--- src/rtl/lvds_bitslip_ctrl.sv ---
// lvds_bitslip_ctrl: word-alignment controller for one LVDS deserializer lane.
// It runs in the divided (parallel-word) clock domain. It compares each
// deserialized word against a training pattern. While the lane is misaligned it
// issues single bitslip pulses, each followed by a settle interval. It reports
// lock after a run of consecutive matches, and an error if too many slips
// happen without reaching lock.
module lvds_bitslip_ctrl #(
    parameter int                    DATA_WIDTH    = 10,
    parameter logic [DATA_WIDTH-1:0] TRAIN_PATTERN = 10'h3E0,
    parameter int                    MATCH_COUNT   = 16,
    parameter int                    SLIP_WAIT     = 4,
    parameter int                    MAX_SLIPS     = 20
) (
    input  logic                  clk,
    input  logic                  reset_n,
    input  logic                  start,
    input  logic [DATA_WIDTH-1:0] data_in,
    output logic                  bitslip,
    output logic                  busy,
    output logic                  locked,
    output logic                  align_err,
    output logic [7:0]            slip_cnt
);

    // Terminal counter values. Each counter stops at the last value below
    // instead of running past it.
    localparam logic [7:0] MATCH_LAST = 8'(MATCH_COUNT - 1);
    localparam logic [7:0] WAIT_LAST  = 8'(SLIP_WAIT - 1);
    localparam logic [7:0] SLIP_LIMIT = 8'(MAX_SLIPS);
    localparam logic [7:0] SLIP_SAT   = 8'hFF;

    typedef enum logic [2:0] {
        IDLE,
        CHECK,
        SLIP,
        WAIT,
        LOCKED,
        FAIL
    } state_t;

    state_t     state;
    logic [7:0] match_cnt;
    logic [7:0] wait_cnt;

    // Training FSM. All outputs are registered alongside the state, so each
    // status flag changes on the same edge as its state transition.
    always_ff @(posedge clk or negedge reset_n) begin
        if (!reset_n) begin
            state     <= IDLE;
            bitslip   <= 1'b0;
            busy      <= 1'b0;
            locked    <= 1'b0;
            align_err <= 1'b0;
            slip_cnt  <= 8'd0;
            match_cnt <= 8'd0;
            wait_cnt  <= 8'd0;
        end else begin
            // bitslip is a single-cycle strobe. It is raised only on entry to SLIP.
            bitslip <= 1'b0;
            case (state)
                IDLE: begin
                    if (start) begin
                        state     <= CHECK;
                        busy      <= 1'b1;
                        slip_cnt  <= 8'd0;
                        match_cnt <= 8'd0;
                        wait_cnt  <= 8'd0;
                    end
                end

                CHECK: begin
                    if (data_in == TRAIN_PATTERN) begin
                        match_cnt <= match_cnt + 8'd1;
                        if (match_cnt == MATCH_LAST) begin
                            state  <= LOCKED;
                            busy   <= 1'b0;
                            locked <= 1'b1;
                        end
                    end else begin
                        // Any mismatch restarts the run of consecutive matches.
                        match_cnt <= 8'd0;
                        if (slip_cnt == SLIP_LIMIT) begin
                            state     <= FAIL;
                            busy      <= 1'b0;
                            align_err <= 1'b1;
                        end else begin
                            state   <= SLIP;
                            bitslip <= 1'b1;
                        end
                    end
                end

                SLIP: begin
                    if (slip_cnt != SLIP_SAT) begin
                        slip_cnt <= slip_cnt + 8'd1;
                    end
                    wait_cnt <= 8'd0;
                    state    <= WAIT;
                end

                WAIT: begin
                    // The deserializer output is unsettled here, so data_in is not sampled.
                    if (wait_cnt == WAIT_LAST) begin
                        state     <= CHECK;
                        match_cnt <= 8'd0;
                    end else begin
                        wait_cnt <= wait_cnt + 8'd1;
                    end
                end

                LOCKED: begin
                    // Lock is not monitored. Only a new start leaves this state.
                    if (start) begin
                        state     <= CHECK;
                        locked    <= 1'b0;
                        busy      <= 1'b1;
                        slip_cnt  <= 8'd0;
                        match_cnt <= 8'd0;
                        wait_cnt  <= 8'd0;
                    end
                end

                FAIL: begin
                    if (start) begin
                        state     <= CHECK;
                        align_err <= 1'b0;
                        busy      <= 1'b1;
                        slip_cnt  <= 8'd0;
                        match_cnt <= 8'd0;
                        wait_cnt  <= 8'd0;
                    end
                end

                default: begin
                    state     <= IDLE;
                    busy      <= 1'b0;
                    locked    <= 1'b0;
                    align_err <= 1'b0;
                end
            endcase
        end
    end

endmodule

--- config.mk ---
export PLATFORM = sky130hd
export DESIGN_NAME = lvds_bitslip_ctrl
export DESIGN_NICKNAME = d
export VERILOG_FILES = /design/src/rtl/lvds_bitslip_ctrl.sv
export SDC_FILE = /design/constraint.sdc
export NUM_CORES = 1
export LEC_CHECK = 0
export BUFFER_PORTS_ARGS = -buffer_cell sky130_fd_sc_hd__buf_2
export CORE_UTILIZATION = 35
export DETAILED_ROUTE_END_ITERATION = 16
export SYNTH_ARGS = -nofsm -noshare
export SYNTH_HDL_FRONTEND = slang
export SYNTH_SLANG_ARGS = --single-unit
--- constraint.sdc ---
create_clock -name clk -period 5.85 [get_ports clk]
set_clock_uncertainty 0.15 [all_clocks]
set_input_delay 0.585 -clock clk [delete_from_list [all_inputs] [get_ports clk]]
set_output_delay 0.585 -clock clk [all_outputs]
set_load 0.005 [all_outputs]
# --- After elaboration in Yosys (flattened, before gate mapping) ---
# Cells that the tools add are included.
totals:
  regBits: 31
  in_bits: 13
  wordCells: 80
classes:
  mux: 29
  eq_ne: 22
  bitwise_logic: 3
  reduce_logical: 15
  addsub: 3
ops:
  columns: ["operator", "count"]
  rows:
  - ["8-bit one-hot mux with 3 select lines", 2]
  - ["8-bit two-way mux", 5]
  - ["8-bit by 1-bit adder with 8-bit output (second input constant)", 3]
  - ["2-bit inequality test (second input constant)", 9]
  - ["8-bit one-hot mux with 2 select lines", 1]
  - ["3-bit two-way mux", 5]
  - ["1-bit two-way mux", 12]
  - ["3-bit one-hot mux with 4 select lines", 1]
  - ["3-bit AND reduction", 4]
  - ["4-bit AND reduction", 3]
  - ["10-bit == test (second input constant)", 1]
  - ["1-bit one-hot mux with 3 select lines", 3]
  - ["8-bit by 2-bit == test with 1-bit output (second input constant)", 1]
  - ["8-bit by 4-bit == test with 1-bit output (second input constant)", 1]
  - ["8-bit by 5-bit == test with 1-bit output (second input constant)", 1]
  - ["8-bit inequality test (second input constant)", 1]
  - ["4-bit OR reduction", 2]
  - ["3-bit by 2-bit == test with 1-bit output (second input constant)", 2]
  - ["3-bit == test (second input constant)", 2]
  - ["3-bit inequality test (second input constant)", 2]
  - ["3-bit nonzero test", 2]
  - ["3-bit by 1-bit == test with 1-bit output (second input constant)", 1]
  - ["3-bit logical NOT", 1]
  - ["1-bit inverter", 3]
  - ["other kinds (4)", 4]

# --- Logic depth before layout (Yosys ltp) ---
# Gate-level depths: netlist of run 1.
logic_depth:
  depth_word: 4
  mapped_depth: 6

# --- Worst setup path after synthesis of run 1 ---
# No wires, ideal clock.
synth_timing:
  path_type: "input to register"
  startpoint: "in data_in[1]"
  endpoint: "reg state[0]"
  path_slack_ns: 3.623
  required_ns: 5.572
  arrival_ns: 1.950
  stages: 4
  setup_ns: 0.128
  path_cell_list: "or4_4 nor4_4 a211oi_1 mux2_1"
synth_via:
  elab_chain_cells: 3
  elab_cells_between_ends: 5
  cone_classes: "eq/ne: 2; mux: 2; reduce/logical: 1"
synth_rtl:
  columns: ["element", "line", "rtl"]
  rows:
  - ["from (decl)", "17", "input logic [DATA_WIDTH-1:0] data_in,"]
  - ["10-bit == test (*)", "72", "if (data_in == TRAIN_PATTERN) begin"]
  - ["3-bit two-way mux / 3-bit inequality test (equally long branches)", null, null]
  - ["3-bit one-hot mux with 4 select lines / 3-bit AND reduction (equally long branches)", null, null]
  - ["to (signal assigned)", "63", "state <= CHECK;"]
  - ["to (signal assigned)", "75", "state <= LOCKED;"]
  - ["to (signal assigned)", "83", "state <= FAIL;"]
  - ["to (decl)", "41", "state_t state;"]
# Mark *: on every way between the ends. The rest lies on a longest branch, timed or not.
# A chain may end at the register's enable or synchronous reset.

# --- Worst setup path in the final report of run 1 ---
# Ends and elaborated chain as after synthesis.

==> impl_results.rst, run 1 <==
.. list-table::
   :header-rows: 1

   * - Metric
     - Value
   * - CTS Root Cell
     - sky130_fd_sc_hd__clkbuf_8
   * - Required time at the endpoint of the critical path
     - 5.86 ns
   * - DRC violations left
     - 0
   * - Setup repair bufs after CTS
     - 0
   * - Std cell rows
     - 26
   * - Synthesis Warnings
     - 0
   * - CP Max Fanout
     - 13
   * - Post-synthesis register bit count
     - 31
   * - Vias in the first global route
     - ~1,500
   * - Master of the slowest instance on the critical path
     - sky130_fd_sc_hd__nor3_2
   * - Setup slack, reg-to-reg
     - 3.58 ns
   * - EDFF count, synth
     - 0
   * - Total congestion overflow
     - 0
   * - Commonest cells after routing, fill and taps aside
     - sky130_fd_sc_hd__dfrtp_1, sky130_fd_sc_hd__buf_2, sky130_fd_sc_hd__nand2_1, sky130_fd_sc_hd__nand3_1, sky130_fd_sc_hd__nor2_1
   * - Main area contributors after synthesis
     - sky130_fd_sc_hd__dfrtp_1, sky130_fd_sc_hd__nand3_1, sky130_fd_sc_hd__and3_1
   * - Classification of the worst-slack hold path
     - in2async
   * - Syn avg cell area
     - 9.29 µm²
   * - Post-detailed-route wirelength per cell
     - 14.4 µm
   * - Post-route setup TNS
     - 0 ns
   * - Leakage power
     - 0.962 nW
   * - Clock Path Buffers
     - 2
   * - DP Wirelength
     - 2.94 mm
   * - Share of the synthesized area in the top cell type
     - 0.415
   * - Type of destination of the critical path
     - register
   * - Kind of critical path
     - in2reg
   * - Placeable core region
     - 5110 µm²
   * - Total Die Area
     - 5630 µm²
   * - Worst slew margin relative to its limit
     - 0.421
   * - Number of routed nets with antenna violations
     - 0
   * - Clock net sink count
     - 31
   * - Worst IR Drop VDD
     - 262 µV
   * - Worst hold slack
     - 0.206 ns
   * - Proportion of layout cells with a drive suffix above 1
     - 0.170
   * - Diodes inserted
     - 0
   * - PostCTS Resize Cnt
     - 0
   * - Unique masters post-synth
     - 56
   * - Launch point of the worst reg-to-reg path
     - state[2]
   * - Run status
     - finished, final reports clean
   * - Wirelength, routed
     - around 4.2 mm
   * - Hold bufs inserted after CTS
     - 0
   * - Reg power frac
     - 0.386
   * - Area leader, netlist
     - sky130_fd_sc_hd__dfrtp_1
   * - First-iteration detailed-routing DRC count
     - 81
   * - Critical Path Source Type
     - input port
   * - Ordered list of cells on the worst path
     - buf_2, or4_4, nor3_2, o21ai_0, mux2_1
   * - Switching share of total power
     - 0.427
   * - Ports placed on the boundary
     - 25
   * - Worst-Skew Late Latency
     - 0.28 ns
   * - Final hold viol count
     - 0
   * - Wire length of the first global-routing pass
     - 6.99 mm
   * - Area of the mapped netlist
     - 1870 µm²
   * - Final period utilization
     - 0.396
   * - Clock period minus final worst setup slack
     - 2.32 ns
   * - Cells after synthesis
     - 201
   * - Floorplan die width
     - about 75 µm
   * - Final net count
     - 240
   * - Synthesized netlist net count
     - between 200 and 250
   * - Input/output buffers
     - 24
   * - Routed vias
     - 1,641
   * - CTS tree
     - yes
   * - Clock input transition at the sequential cells of the worst setup and hold paths
     - 0.07 ns
   * - Largest stage delay on the critical path
     - ~0.59 ns
   * - Portion of total power attributed to combinational logic
     - 0.424
   * - Sequential area share after synthesis
     - 0.415
   * - Arrival time at the worst endpoint
     - 2.33 ns
   * - Length of the first detailed-routing pass in iterations
     - 4
   * - Total track usage
     - 0.163
   * - Highest clock frequency the design can meet
     - 0.431 GHz
   * - Power dissipated by switching net loads
     - 0.000367 W
   * - Internal cell power
     - 0.000492 W
   * - Routability cong.
     - 0.800
   * - Critical path launch point
     - data_in[1]
   * - Number of max-slew violations in the final report
     - 0
   * - Starting density of the core
     - 0.366
   * - Setup repair after global routing missed its margin
     - false
   * - Pin count of the biggest net entering global routing
     - 32
   * - Post-synth ARST share
     - 1.00
   * - Maximum capacitance violations
     - 0
   * - Final setup violation count
     - 0
   * - Most common cell after layout, fill and taps aside
     - sky130_fd_sc_hd__dfrtp_1
   * - Die height
     - 75.1 µm
   * - Clk pwr share
     - 0.190
   * - Layout overhead on the synthesized area
     - 13.4%
   * - Antenna violations before repair
     - 0
   * - Cell Pwr Density
     - ~410 nW/µm²
   * - Via-to-Cell Ratio
     - 5.58
   * - Clock buffers created by TritonCTS
     - 5
   * - Worst-Margin Slew
     - about 0.86 ns
   * - Number of H-tree levels
     - 2
   * - Ys flop type
     - sky130_fd_sc_hd__dfrtp_1
   * - Count of fill cells added during filler insertion
     - 520
-- cells in the mapped netlist, types with 3 or more instances --
master / count
sky130_fd_sc_hd__nand3b_1: 3
sky130_fd_sc_hd__clkbuf_1: 4
sky130_fd_sc_hd__inv_1: 9
sky130_fd_sc_hd__a211o_1: 6
sky130_fd_sc_hd__ha_1: 4
sky130_fd_sc_hd__o31ai_1: 4
sky130_fd_sc_hd__a21oi_1: 3
sky130_fd_sc_hd__a41oi_1: 3
sky130_fd_sc_hd__and3_1: 9
sky130_fd_sc_hd__dfrtp_1: 31
sky130_fd_sc_hd__nand3_1: 15
sky130_fd_sc_hd__o21ai_0: 8
sky130_fd_sc_hd__nor3_1: 8
sky130_fd_sc_hd__and2_1: 3
sky130_fd_sc_hd__buf_2: 4
sky130_fd_sc_hd__nand2_1: 15
sky130_fd_sc_hd__o21ai_1: 3
sky130_fd_sc_hd__nor2_1: 10
sky130_fd_sc_hd__a211oi_1: 4
sky130_fd_sc_hd__a31oi_1: 7
-- logic make-up after synthesis --
group	share of synthesized area
adder cells (fa/ha/maj)	0.0268
AO/OA/AOI/OAI	0.214
multiplexers	0.0234
flip-flops	0.415
buffers and inverters	0.0409
XOR/XNOR	0.00469
AND/OR/NAND/NOR	0.275
-- power by group through the flow --
stage                     Clock, W  Combinational [W]  Sequential, W
after floorplan                  0           0.000290       0.000304
after global placement           0           0.000360       0.000335
after detailed placement         0           0.000365       0.000333
after CTS                 0.000168           0.000366       0.000331
after global routing      0.000176           0.000413       0.000342
final                     0.000163           0.000364       0.000332
-- critical path: cells and delay by family --
family | cells | cell delay (ns)
AO/OA/AOI/OAI | 1 | 0.19
buffers and inverters | 1 | 0.09
multiplexers | 1 | 0.32
AND/OR/NAND/NOR | 2 | 1.15
-- layout make-up --
cell class	count	area (µm²)	share of cell area
Tap cell	70	87.6	0.0413
Sequential cell	31	776	0.366
Clock inverter	1	5.00	0.00236
Multi-Input combinational cell	151	1020	0.480
Inverter	10	37.5	0.0177
Timing Repair Buffer	24	120	0.0567
Clock buffer	7	76.3	0.0360
-- worst paths after layout --
kind	endpoint	depth (start not counted)
max	state[0]	5
min	match_cnt[2]	1
max reg2reg	slip_cnt[0]	4
min reg2reg	match_cnt[7]	1
max in group asynchronous	state[1]	1
min in group clk	match_cnt[7]	1
-- routing by layer --
metal  wire length (µm)  track usage
met1               2130        0.223
met2               1950        0.250
met3                113       0.0361
met4                 44       0.0650
met5                  0            0
-- sequential cells by signal, summed over array words and instances (netlist names) --
signal,cells
wait_cnt,8
bitslip,1
align_err,1
slip_cnt,8
state,3
locked,1
busy,1
match_cnt,8
-- through the flow --
step	total power [W]	setup WS (ns)	instances	util	area (µm²)
after floorplan	0.000594	3.62	201	-	1870
after global routing	0.000932	3.38	294	0.415	2120
final	0.000859	3.53	294	0.415	2120
after global placement	0.000695	3.27	286	0.399	2040
after CTS	0.000865	3.57	294	0.415	2120
after detailed placement	0.000698	3.26	286	0.399	2040
Power figures use the tool's default switching activity.
==> run 2, diff against run 1 <==
- clock period: 5.85 -> 1.97 ns (I/O delays scaled with it)
==> impl_results.rst, run 2 (synthesis results as in run 1) <==
.. list-table::
   :header-rows: 1

   * - Metric
     - Value
   * - Routed vias
     - 1,754 (was 1,641)
   * - Switching share of total power
     - 0.394 (was 0.427)
   * - Classification of the worst-slack hold path
     - in2reg (was in2async)
   * - Worst-Margin Slew
     - 0.720 ns (was 0.865 ns)
   * - Worst slew margin relative to its limit
     - 0.520 (was 0.421)
   * - CP Max Fanout
     - 7 (was 13)
   * - Final setup violation count
     - 0 (unchanged)
   * - Number of routed nets with antenna violations
     - 0 (unchanged)
   * - Die height
     - 75.1 µm (unchanged)
   * - Total track usage
     - 0.180 (was 0.163)
   * - Antenna violations before repair
     - 0 (unchanged)
   * - Starting density of the core
     - 0.366 (unchanged)
   * - Setup repair after global routing missed its margin
     - false (unchanged)
   * - Top flop regs
     - match_cnt (8), slip_cnt (8), wait_cnt (8) (unchanged)
   * - CTS tree
     - yes (unchanged)
   * - Critical Path Source Type
     - register (was input port)
   * - Floorplan die width
     - 75.1 µm (unchanged)
   * - Ports placed on the boundary
     - 25 (unchanged)
   * - Kind of critical path
     - reg2reg (was in2reg)
   * - Area of combinational cells with multiple inputs
     - 1060 µm² (was 1020 µm²)
   * - Length of the first detailed-routing pass in iterations
     - 4 (unchanged)
   * - Final hold viol count
     - 0 (unchanged)
   * - Clock input transition at the sequential cells of the worst setup and hold paths
     - 0.07 ns (about the same)
   * - Pin count of the biggest net entering global routing
     - 32 (unchanged)
   * - Routability cong.
     - 0.857 (was 0.800)
   * - Post-route setup TNS
     - 0 ns (unchanged)
   * - Required time at the endpoint of the critical path
     - 1.99 ns (was 5.86 ns)
   * - Cell Pwr Density
     - 1240 nW/µm² (was 405 nW/µm²)
   * - Type of destination of the critical path
     - register (unchanged)
   * - Layout overhead on the synthesized area
     - 28.1% (was 13.4%)
   * - Clock Path Buffers
     - 2 (unchanged)
   * - Leakage power
     - 1.11 nW (was 0.962 nW)
   * - Sequential cell area in the final layout
     - 778 µm² (was 776 µm²)
   * - Setup slack, reg-to-reg
     - 0.09 ns (was 3.58 ns)
   * - Diodes inserted
     - 0 (unchanged)
   * - Post-detailed-route wirelength per cell
     - 14.1 µm (was 14.4 µm)
   * - Clock net sink count
     - 31 (unchanged)
   * - Clock period minus final worst setup slack
     - 1.88 ns
   * - Input/output buffers
     - 24 (unchanged)
   * - Final net count
     - 267 (was 240)
   * - Count of fill cells added during filler insertion
     - 502 (was 520)
   * - Worst IR Drop VDD
     - 736 µV (was 262 µV)
   * - Total Die Area
     - 5630 µm² (unchanged)
   * - Worst hold slack
     - 0.150 ns (was 0.206 ns)
   * - Power dissipated by switching net loads
     - 0.00117 W (was 0.000367 W)
   * - Worst-Skew Late Latency
     - 0.28 ns (about the same)
   * - Number of max-slew violations in the final report
     - 0 (unchanged)
   * - Internal cell power
     - 0.00180 W (was 0.000492 W)
   * - CTS Root Cell
     - sky130_fd_sc_hd__clkbuf_8 (unchanged)
   * - DP Wirelength
     - 3.24 mm (was 2.94 mm)
   * - Vias in the first global route
     - 1,623 (was 1,450)
   * - Final period utilization
     - 0.953
   * - Std cell rows
     - 26 (unchanged)
   * - Arrival time at the worst endpoint
     - 1.90 ns (was 2.33 ns)
   * - Wirelength, routed
     - 4.52 mm (was 4.24 mm)
   * - Setup repair bufs after CTS
     - 0 (unchanged)
   * - Total congestion overflow
     - 0 (unchanged)
   * - Run status
     - finished, final reports clean (unchanged)
   * - Commonest cells after routing, fill and taps aside
     - sky130_fd_sc_hd__dfrtp_1, sky130_fd_sc_hd__buf_4, sky130_fd_sc_hd__buf_2, sky130_fd_sc_hd__nand2_1, sky130_fd_sc_hd__nand3_1 (was sky130_fd_sc_hd__dfrtp_1, sky130_fd_sc_hd__buf_2, sky130_fd_sc_hd__nand2_1, sky130_fd_sc_hd__nand3_1, sky130_fd_sc_hd__nor2_1)
   * - Highest clock frequency the design can meet
     - 0.533 GHz
   * - Clock buffers created by TritonCTS
     - 5 (unchanged)
   * - DRC violations left
     - 0 (unchanged)
   * - Most common cell after layout, fill and taps aside
     - sky130_fd_sc_hd__dfrtp_1 (unchanged)
   * - Placeable core region
     - 5110 µm² (unchanged)
   * - Number of H-tree levels
     - 2 (unchanged)
   * - Maximum capacitance violations
     - 0 (unchanged)
   * - Clk pwr share
     - 0.188 (was 0.190)
   * - Proportion of layout cells with a drive suffix above 1
     - 0.303 (was 0.170)
   * - Reg power frac
     - 0.323 (was 0.386)
   * - Via-to-Cell Ratio
     - 5.46 (was 5.58)
   * - First-iteration detailed-routing DRC count
     - 151 (was 81)
   * - Portion of total power attributed to combinational logic
     - 0.488 (was 0.424)
   * - Wire length of the first global-routing pass
     - 7.67 mm (was 6.99 mm)
run 2: routing by layer:
metal	wire, µm	vias to the layer above	global-route usage
met3	161	10	0.0442
met1	2060	841	0.242
met4	101	0	0.0734
li1	-	864	-
met2	2190	39	0.278
met5	0	-	0
run 2: worst paths after layout:
kind                               from            to  depth (start not counted)
min                               start     align_err                          4
max                         wait_cnt[0]   wait_cnt[2]                          5
min in group asynchronous       reset_n   wait_cnt[6]                          2
max in group asynchronous       reset_n      state[0]                          2
max reg2reg                 wait_cnt[0]   wait_cnt[2]                          5
min reg2reg                match_cnt[7]  match_cnt[7]                          1
run 2: area by class of cell:
class,count,share of cell area
Clock buffer,8,0.0418
Timing Repair Buffer,51,0.136
Multi-Input combinational cell,151,0.445
Tap cell,70,0.0366
Inverter,10,0.0157
Sequential cell,31,0.325
run 2: critical path, stage by stage (launching register included):
cell and delay [ns]:
sky130_fd_sc_hd__dfrtp_1 0.40, sky130_fd_sc_hd__ha_1 0.22, sky130_fd_sc_hd__nor4b_4 0.15, sky130_fd_sc_hd__a311oi_2 0.34, sky130_fd_sc_hd__nor2_2 0.15, sky130_fd_sc_hd__a221o_1 0.36
run 2: power by group through the flow:
stage	logic, W	registers, W	clock network [W]
finish	0.00145	0.000959	0.000558
CTS	0.00140	0.000950	0.000574
global route	0.00162	0.000989	0.000604
global placement	0.00138	0.000957	0
detailed placement	0.00139	0.000959	0
floorplan	0.000861	0.000903	0
run 2: what timing repair did:
item / CTS / global route
endpoints found under the hold margin: 31 / 0
resized for setup: 1 / 11
cloned: 0 / 0
hold buffers: 1 / 0
pin swaps: 0 / 0
setup endpoints to repair: 1 / 19
run 2: metrics by stage:
stage          cell area, µm²  utilization  setup WS [ns]  instances  power, W
6_report                 2390        0.469         0.0921        321   0.00297
5_1_grt                  2390        0.469        0.00314        321   0.00322
4_1_cts                  2350        0.460         0.0152        321   0.00292
3_5_place_dp             2230        0.437        0.00941        312   0.00235
3_3_place_gp             2230        0.437         0.0341        312   0.00234
2_1_floorplan            1870            -         0.0108        201   0.00176
==> run 3, diff against run 2 <==
- CORE_UTILIZATION: 35 -> 50
- PLACE_DENSITY: unset -> 0.73
==> impl_results.rst, run 3 (synthesis results as in run 1) <==
.. list-table::
   :header-rows: 1

   * - Metric
     - Value
   * - Vias in the first global route
     - 1,781 (was 1,623)
   * - Run status
     - finished, final reports clean (unchanged)
   * - Proportion of layout cells with a drive suffix above 1
     - 0.316 (was 0.303)
   * - Launch point of the worst reg-to-reg path
     - state[1] (was wait_cnt[0])
   * - Ordered list of cells on the worst path
     - or3b_4, nor4_4, a211oi_2, mux2_4 (was ha_1, nor4b_4, a311oi_2, nor2_2, a221o_1)
   * - Layout overhead on the synthesized area
     - 26.7% (was 28.1%)
   * - Master of the slowest instance on the critical path
     - sky130_fd_sc_hd__dfrtp_2 (was sky130_fd_sc_hd__dfrtp_1)
   * - Worst min-delay path startpoint
     - start (unchanged)
   * - Number of H-tree levels
     - 2 (unchanged)
   * - Post-detailed-route wirelength per cell
     - 16.3 µm (was 14.1 µm)
   * - CP top delay family
     - simple AND/OR/NAND/NOR gates (was compound AO/OA/AOI/OAI gates)
   * - Largest stage delay on the critical path
     - 0.46 ns (was 0.40 ns)
   * - Final hold viol count
     - 0 (unchanged)
   * - Clock buffers created by TritonCTS
     - 5 (unchanged)
   * - Final setup violation count
     - 0 (unchanged)
   * - Worst hold slack
     - 0.160 ns (was 0.150 ns)
   * - Total track usage
     - 0.251 (was 0.180)
   * - Total chip power
     - 0.00295 W (was 0.00297 W)
   * - Worst slew margin relative to its limit
     - 0.532 (was 0.520)
   * - Final period utilization
     - 0.991 (was 0.953)
   * - Length of the first detailed-routing pass in iterations
     - 5 (was 4)
   * - Wire length of the first global-routing pass
     - 7.75 mm (was 7.67 mm)
   * - DRC violations left
     - 0 (unchanged)
   * - Final net count
     - 264 (was 267)
   * - Starting density of the core
     - 0.539 (was 0.366)
   * - CP Max Fanout
     - 8 (was 7)
   * - Via-to-Cell Ratio
     - 6.24 (was 5.46)
   * - Utilization after layout
     - 0.682 (was 0.469)
   * - Antenna violations before repair
     - 0 (unchanged)
   * - Wirelength, routed
     - 4.77 mm (was 4.52 mm)
   * - Pin count of the biggest net entering global routing
     - 32 (unchanged)
   * - Input/output buffers
     - 24 (unchanged)
   * - Final standard cell count with taps included and fillers excluded
     - 293 (was 321)
   * - Worst IR Drop VDD
     - 726 µV (was 736 µV)
   * - Number of routed nets with antenna violations
     - 0 (unchanged)
   * - Most common cell after layout, fill and taps aside
     - sky130_fd_sc_hd__dfrtp_1 (unchanged)
   * - CTS Root Cell
     - sky130_fd_sc_hd__clkbuf_8 (unchanged)
   * - Highest clock frequency the design can meet
     - 0.512 GHz (was 0.533 GHz)
   * - Type of destination of the critical path
     - register (unchanged)
   * - Worst-Margin Slew
     - 0.702 ns (was 0.720 ns)
   * - Die height
     - 63.1 µm (was 75.1 µm)
   * - Commonest cells after routing, fill and taps aside
     - sky130_fd_sc_hd__dfrtp_1, sky130_fd_sc_hd__buf_2, sky130_fd_sc_hd__buf_4, sky130_fd_sc_hd__nand2_1, sky130_fd_sc_hd__nand3_1 (was sky130_fd_sc_hd__dfrtp_1, sky130_fd_sc_hd__buf_4, sky130_fd_sc_hd__buf_2, sky130_fd_sc_hd__nand2_1, sky130_fd_sc_hd__nand3_1)
   * - Total Die Area
     - 3980 µm² (was 5630 µm²)
   * - Leakage power
     - 1.11 nW (about the same)
   * - CTS tree
     - yes (unchanged)
   * - Std cell rows
     - 21 (was 26)
   * - Post-route setup TNS
     - 0 ns (unchanged)
   * - Floorplan die width
     - 63.1 µm (was 75.1 µm)
   * - Maximum capacitance violations
     - 0 (unchanged)
   * - Required time at the endpoint of the critical path
     - 1.98 ns (was 1.99 ns)
   * - Worst-Skew Late Latency
     - 0.28 ns (about the same)
   * - Routed vias
     - 1,827 (was 1,754)
   * - Diodes inserted
     - 0 (unchanged)
   * - Total congestion overflow
     - 0 (unchanged)
   * - Number of max-slew violations in the final report
     - 0 (unchanged)
   * - Classification of the worst-slack hold path
     - in2reg (unchanged)
   * - Placeable core region
     - 3470 µm² (was 5110 µm²)
   * - Clock input transition at the sequential cells of the worst setup and hold paths
     - 0.06 ns (was 0.07 ns)
   * - Clock period minus final worst setup slack
     - 1.95 ns (was 1.88 ns)
   * - WP buf/inv
     - 0 (unchanged)
   * - Top flop regs
     - match_cnt (8), slip_cnt (8), wait_cnt (8) (unchanged)
   * - Clock Path Buffers
     - 2 (unchanged)
   * - Routability cong.
     - 0.835 (was 0.857)
   * - Setup slack, reg-to-reg
     - 0.02 ns (was 0.09 ns)
   * - Ports placed on the boundary
     - 25 (unchanged)
   * - Critical path launch point
     - state[1] (was wait_cnt[0])
   * - DP Wirelength
     - 3.35 mm (was 3.24 mm)
   * - Kind of critical path
     - reg2reg (unchanged)
   * - Setup repair after global routing missed its margin
     - true (was false)
   * - Arrival time at the worst endpoint
     - 1.96 ns (was 1.90 ns)
   * - Clock net sink count
     - 31 (unchanged)
   * - Critical Path Source Type
     - register (unchanged)
   * - First-iteration detailed-routing DRC count
     - 148 (was 151)
   * - Cell Pwr Density
     - 1250 nW/µm² (was 1240 nW/µm²)
   * - Placed instance count
     - 280 (was 312)
==> run 3: report_power, final <==
group          total [W]  internal, W  switching [W]
logic            0.00149     0.000697       0.000792
registers       0.000968     0.000785       0.000183
clock network   0.000492     0.000273       0.000218
==> run 3: worst reg2reg max path: stages (launching register included) <==
cell and delay, ns:
sky130_fd_sc_hd__dfrtp_2 0.46, sky130_fd_sc_hd__or3b_4 0.44, sky130_fd_sc_hd__nor4_4 0.32, sky130_fd_sc_hd__a211oi_2 0.14, sky130_fd_sc_hd__mux2_4 0.32
==> run 3: cell type report <==
class                   count  area [µm²]
clock inverters             1        5.00
well taps                  46        57.6
flip-flops and latches     31         779
inverters                  10        37.5
clock buffers               6        82.6
fillers                   278        1100
multi-input cells         151        1080
repair buffers             48         319
==> run 3: path summary, 6_finish.rpt <==
kind	endpoint	cells after the start
hold reg to reg	match_cnt[7]	1
setup reg to reg	state[0]	4
max in group asynchronous	state[0]	2
hold / removal	align_err	4
setup / recovery	state[0]	4
min in group asynchronous	match_cnt[0]	2
==> run 3: metal layers <==
layer / GRT usage / wire length (µm) / vias to the layer above
met4: 0.157 / 97 / 0
met1: 0.291 / 1950 / 879
met3: 0.0580 / 262 / 11
met5: 0 / 0 / -
met2: 0.415 / 2460 / 79
li1: - / - / 858
==> run 3: per-stage QoR <==
step	area [µm²]	setup WS (ns)
floorplan	1870	0.0108
global placement	2150	0.0820
detailed placement	2150	-0.0588
CTS	2260	0.0330
global route	2370	-0.0372
finish	2370	0.0174
==> run 3: timing repair <==
action / 4_1_cts / 5_1_grt
setup buffers: 0 / 5
pin swaps: 0 / 3
setup endpoints to repair: 2 / 21
endpoints found under the hold margin: 31 / 0
hold buffers: 1 / 0
resized for setup: 2 / 16
